### src/rtl/elastic_pipe_reg.sv
// -----------------------------------------------------------------------------
// elastic_pipe_reg
//   Elastic pipeline register with a 2-entry skid buffer. It carries a
//   WIDTH-bit payload across a valid/ready handshake at full throughput.
//   in_ready comes straight from a flop, so there is no combinational path
//   from out_ready back to in_ready.
//   The main register always feeds out_data. The skid register catches the
//   one beat that arrives while the head is stalled.
//   Reset is synchronous and active-low. A synchronous flush squashes both
//   entries and drops any same-cycle handshake.
// -----------------------------------------------------------------------------
module elastic_pipe_reg #(
   parameter int WIDTH      = 177,
   parameter bit CLEAR_DATA = 1'b1
) (
   input  logic             clk,
   input  logic             reset,
   input  logic             flush,
   input  logic             in_valid,
   output logic             in_ready,
   input  logic [WIDTH-1:0] in_data,
   output logic             out_valid,
   input  logic             out_ready,
   output logic [WIDTH-1:0] out_data,
   output logic [1:0]       occupancy
);

   // Each state encoding equals the number of held entries.
   typedef enum logic [1:0] {
      ST_EMPTY = 2'd0,
      ST_ONE   = 2'd1,
      ST_TWO   = 2'd2
   } state_t;

   state_t           state_r;
   state_t           state_nxt_s;

   logic             accept_s;
   logic             pop_s;

   logic             in_ready_r;
   logic             out_valid_r;
   logic [1:0]       occupancy_r;
   logic             in_ready_nxt_s;
   logic             out_valid_nxt_s;
   logic [1:0]       occupancy_nxt_s;

   logic             main_ld_in_s;
   logic             main_ld_skid_s;
   logic             skid_ld_s;

   logic [WIDTH-1:0] main_r;
   logic [WIDTH-1:0] skid_r;

   // The handshakes use only registered status, so upstream and downstream
   // both see the same stable values for the whole cycle.
   assign accept_s = in_valid & in_ready_r;
   assign pop_s    = out_valid_r & out_ready;

   // State register plus registered status outputs; reset forces EMPTY and drops in_ready.
   always_ff @(posedge clk) begin
      if (!reset) begin
         state_r     <= ST_EMPTY;
         in_ready_r  <= 1'b0;
         out_valid_r <= 1'b0;
         occupancy_r <= 2'd0;
      end else begin
         state_r     <= state_nxt_s;
         in_ready_r  <= in_ready_nxt_s;
         out_valid_r <= out_valid_nxt_s;
         occupancy_r <= occupancy_nxt_s;
      end
   end

   // Next-state logic: flush wins over any handshake and empties the buffer.
   always_comb begin
      state_nxt_s = state_r;
      if (flush) begin
         state_nxt_s = ST_EMPTY;
      end else begin
         case (state_r)
            ST_EMPTY: begin
               if (accept_s) begin
                  state_nxt_s = ST_ONE;
               end else begin
                  state_nxt_s = ST_EMPTY;
               end
            end
            ST_ONE: begin
               if (accept_s && !pop_s) begin
                  state_nxt_s = ST_TWO;
               end else if (!accept_s && pop_s) begin
                  state_nxt_s = ST_EMPTY;
               end else begin
                  state_nxt_s = ST_ONE;
               end
            end
            ST_TWO: begin
               if (pop_s) begin
                  state_nxt_s = ST_ONE;
               end else begin
                  state_nxt_s = ST_TWO;
               end
            end
            default: begin
               state_nxt_s = ST_EMPTY;
            end
         endcase
      end
   end

   // Output/datapath decode: next-cycle status values and register load enables.
   always_comb begin
      in_ready_nxt_s  = (state_nxt_s != ST_TWO);
      out_valid_nxt_s = (state_nxt_s != ST_EMPTY);
      main_ld_in_s    = 1'b0;
      main_ld_skid_s  = 1'b0;
      skid_ld_s       = 1'b0;

      case (state_nxt_s)
         ST_EMPTY: occupancy_nxt_s = 2'd0;
         ST_ONE:   occupancy_nxt_s = 2'd1;
         ST_TWO:   occupancy_nxt_s = 2'd2;
         default:  occupancy_nxt_s = 2'd0;
      endcase

      if (flush) begin
         main_ld_in_s   = 1'b0;
         main_ld_skid_s = 1'b0;
         skid_ld_s      = 1'b0;
      end else begin
         case (state_r)
            ST_EMPTY: begin
               main_ld_in_s = accept_s;
            end
            ST_ONE: begin
               // If the head pops in the same cycle, the new beat goes straight
               // to the head; otherwise it overflows into skid.
               main_ld_in_s = accept_s & pop_s;
               skid_ld_s    = accept_s & ~pop_s;
            end
            ST_TWO: begin
               main_ld_skid_s = pop_s;
            end
            default: begin
               main_ld_in_s   = 1'b0;
               main_ld_skid_s = 1'b0;
               skid_ld_s      = 1'b0;
            end
         endcase
      end
   end

   // Payload registers: optionally cleared on reset/flush, otherwise loaded per decode.
   always_ff @(posedge clk) begin
      if (!reset || flush) begin
         if (CLEAR_DATA) begin
            main_r <= {WIDTH{1'b0}};
            skid_r <= {WIDTH{1'b0}};
         end else begin
            main_r <= main_r;
            skid_r <= skid_r;
         end
      end else begin
         if (main_ld_in_s) begin
            main_r <= in_data;
         end else if (main_ld_skid_s) begin
            main_r <= skid_r;
         end else begin
            main_r <= main_r;
         end

         if (skid_ld_s) begin
            skid_r <= in_data;
         end else begin
            skid_r <= skid_r;
         end
      end
   end

   assign in_ready  = in_ready_r;
   assign out_valid = out_valid_r;
   assign occupancy = occupancy_r;
   assign out_data  = main_r;

endmodule

### config.mk
export PLATFORM = sky130hd
export DESIGN_NAME = elastic_pipe_reg
export DESIGN_NICKNAME = d
export VERILOG_FILES = /design/src/rtl/elastic_pipe_reg.sv
export SDC_FILE = /design/constraint.sdc
export NUM_CORES = 1
export LEC_CHECK = 0
export CAP_MARGIN = 20
export CORE_ASPECT_RATIO = 0.9
export CORE_MARGIN = 3
export CORE_UTILIZATION = 45
export CTS_BUF_LIST = sky130_fd_sc_hd__clkbuf_8
export DETAILED_ROUTE_END_ITERATION = 10
export DONT_BUFFER_PORTS = 1
export PLACE_DENSITY_LB_ADDON = 0.3
export RECOVER_POWER = 100
export REMOVE_ABC_BUFFERS = 1
export SETUP_SLACK_MARGIN = 0.02
export SYNTH_ARGS = -nofsm -noshare
export SYNTH_HDL_FRONTEND = slang
export SYNTH_SLANG_ARGS = --single-unit
### constraint.sdc
create_clock -name clk -period 4.7 [get_ports clk]
set_input_delay 0.47 -clock clk [delete_from_list [all_inputs] [get_ports clk]]
set_output_delay 0.47 -clock clk [all_outputs]
set_load 0.005 [all_outputs]
==> reports/qor.csv <==
stage;metric;value;unit
timing;timing.fmax;295.4;MHz
placed_design;place.detailed.hpwl;24.33;mm
clocking;path_clk_slew;0.06;ns
run;cap_violations;2;
drt;wirelength;46.83;mm
yosys;synth-seq-cells;360;
drt;drcViolationCount;0;
drt;ant_nets;0;
die;core;32430;um2
layout;layout_commonest_cell;nand2_1;
drt;dr.pass1.iters;5;
clocking;cts-root-buf;clkbuf_8;
yosys;synth-seq-area-share;0.4789;
worst_hold_path;hold_path_depth;1;
yosys;synth_area_per_cell;8.347;um2
timing;hold_violations;0;
layout;antenna_cells;0;
die;io_pins;363;
yosys;syn-instance-count;1803;
drt;drt_iter0_drc;957;
layout;final_area;17920;um2
clocking;cts-resized-gates;0;
pwr;peakVddDrop;222.3;uV
placed_design;place_area;15000;um2
timing;maxSlewHeadroom;-0.5531;
timing;worstMarginPinSlew;2.330;ns
yosys;synth.distinct_cells;27;
yosys;syn_area;15050;um2
layout;drive_gt1_frac;0.1212;
placed_design;port_buffers;0;
global_routing;grtUsageMet1;0.3233;
layout;instances_no_fill;2338;
layout;layout_common_cells;nand2_1 (708), dfxtp_1 (360), a21oi_1 (354), dlygate4sd3_1 (180), a311oi_2 (130);
layout;syn2layout_area_growth;19.06;%
die;die_area;35680;um2
worst_setup_path;start_kind;register;
timing;finalSetupViolCount;0;
timing;tns;0;ns
drt;wl_per_cell;20.03;um
worst_setup_path;cp_slowest_cell;clkbuf_4;
yosys;yosys_warnings;0;
worst_hold_path;hold_class;in -> reg;
die;rows;62;
worst_setup_path;worstPathRequired;5.18;ns
clocking;insertion_delay;0.60;ns
worst_setup_path;cp-end-kind;register;
clocking;clock-sinks;360;
global_routing;met2_usage;0.3772;
worst_setup_path;ff2ff_path_depth;6;
placed_design;dp.cells;2057;
pwr;power;0.006245;W
run_status;violations;capacitance limit, slew limit;
global_routing;gr-usage-all-layers;0.2472;
placed_design;gp_congestion;0.7679;
worst_setup_path;critical_path.max_stage_delay;1.64;ns
global_routing;top_usage_layer;met2;
worst_setup_path;cp_cell_sequence;and2_0 -> ha_1 -> nand3b_1 -> clkbuf_4 -> a21oi_1 -> a311oi_1;
drt;vias;13630;
die;fp.dieH;179.5;um
clocking;tritoncts;built;
timing;period_needed;3.386;ns
timing;period_share;0.7203;
clocking;hold_buffers;180;
layout;finalNetCount;2064;
worst_setup_path;critical_path_arrival;3.86;ns
global_routing;globalRouteOverflowTotal;0;
global_routing;grt_start_max_net_pins;179;
die;die_w;198.8;um
global_routing;antenna_found_initial;0;
run_status;status;finished, violations left;
pwr;p_leak;5.466;nW
drt;vias_per_cell;5.830;
global_routing;grt_pass1_vias;13360;
worst_setup_path;path_class;reg -> reg;
timing;report.final.slew_viol_count;356;
layout;finalCoreUtilization;0.5526;
clocking;cts.htree.levels;2;
clocking;cts_setup_buffers;0;
pwr;cellPowerDensity;348.6;nW/um2
clocking;cts_made_buffers;57;
timing;rsz0062_at_grt;false;
worst_setup_path;crit_fanout;177;
clocking;clockBufferDepth;3;
die;start_util;0.4641;
global_routing;grt_pass1_wl;73.60;mm
timing;fin_skew;0.01804;ns
global_routing;met3_usage;0.08705;
worst max-delay path, delay by kind of cell (launching register included):
| kind | cells | cell delay (ns) |
|---|---|---|
| AO/OA/AOI/OAI | 2 | 0.72 |
| adder cells (fa/ha/maj) | 1 | 0.21 |
| flip-flops | 1 | 0.35 |
| buffers and inverters | 1 | 1.64 |
| AND/OR/NAND/NOR | 2 | 0.29 |
worst paths after layout:
path	start	slack [ns]	to
max reg2reg	in_ready$_SDFF_PN0_	1.31	out_data[15]$_SDFFE_PP0P_
min	reset	0.06	state_r[1]$_SDFF_PN0_
min reg2reg	skid_r[18]$_SDFFE_PP0P_	0.45	skid_r[18]$_SDFFE_PP0P_
max	in_ready$_SDFF_PN0_	1.31	out_data[15]$_SDFFE_PP0P_
area by class of cell:
| type | instances | area, um2 |
|---|---|---|
| Clock buffer | 75 | 1032 |
| Inverter | 2 | 7.507 |
| Fill cell | 2893 | 14510 |
| Sequential cell | 360 | 7207 |
| Multi-Input combinational cell | 1262 | 7010 |
| Timing Repair Buffer | 197 | 2029 |
| Tap cell | 416 | 520.5 |
| Clock inverter | 26 | 110.1 |
synthesized netlist by cell type, drive strengths merged:
library cell	instances	area share
clkbuf	115	0.029
o21a	1	0.00050
and2	3	0.0012
inv	2	0.00050
a311oi	177	0.16
a31oi	1	0.00042
ha	2	0.0017
nor3b	1	0.00050
and3b	1	0.00058
nand4b	1	0.00058
o311ai	1	0.00058
o31a	1	0.00058
nor2b	2	0.00083
a21oi	354	0.12
nand4bb	1	0.00075
buf	64	0.028
nand2	708	0.18
nand2b	1	0.00042
dfxtp	360	0.48
nor4b	1	0.00058
and4b	2	0.0013
nor3	2	0.00067
nand3b	2	0.0010
report_power, final:
group          internal (W)  switching [W]
Clock               0.00141        0.00122
Sequential          0.00311      0.0000577
Combinational      0.000195       0.000246
state kept, by name, summed over array words and instances (netlist names):
| name | count |
|---|---|
| out_valid | 1 |
| out_data | 177 |
| state_r | 2 |
| occupancy | 2 |
| skid_r | 177 |
| in_ready | 1 |
logic make-up after synthesis:
logic type | synth area share
simple gates | 0.1851
compound gates | 0.2769
flops | 0.4789
buf+inv | 0.05753
fa+ha+maj | 0.001663
through the flow:
step	hold slack [ns]	setup slack, ns
after floorplan	0.4366	-5.149
after global placement	0.4413	2.094
after detailed placement	0.4467	2.090
after CTS	0.006222	1.818
after global routing	0.009273	1.157
final	0.06040	1.314
metal layers:
metal  up-vias  share of wire
met3       113           0.11
met1      6509           0.41
met5         -              0
li1       6373              -
met4         0          0.034
met2       636           0.45
(Power assumes the default switching activity.)
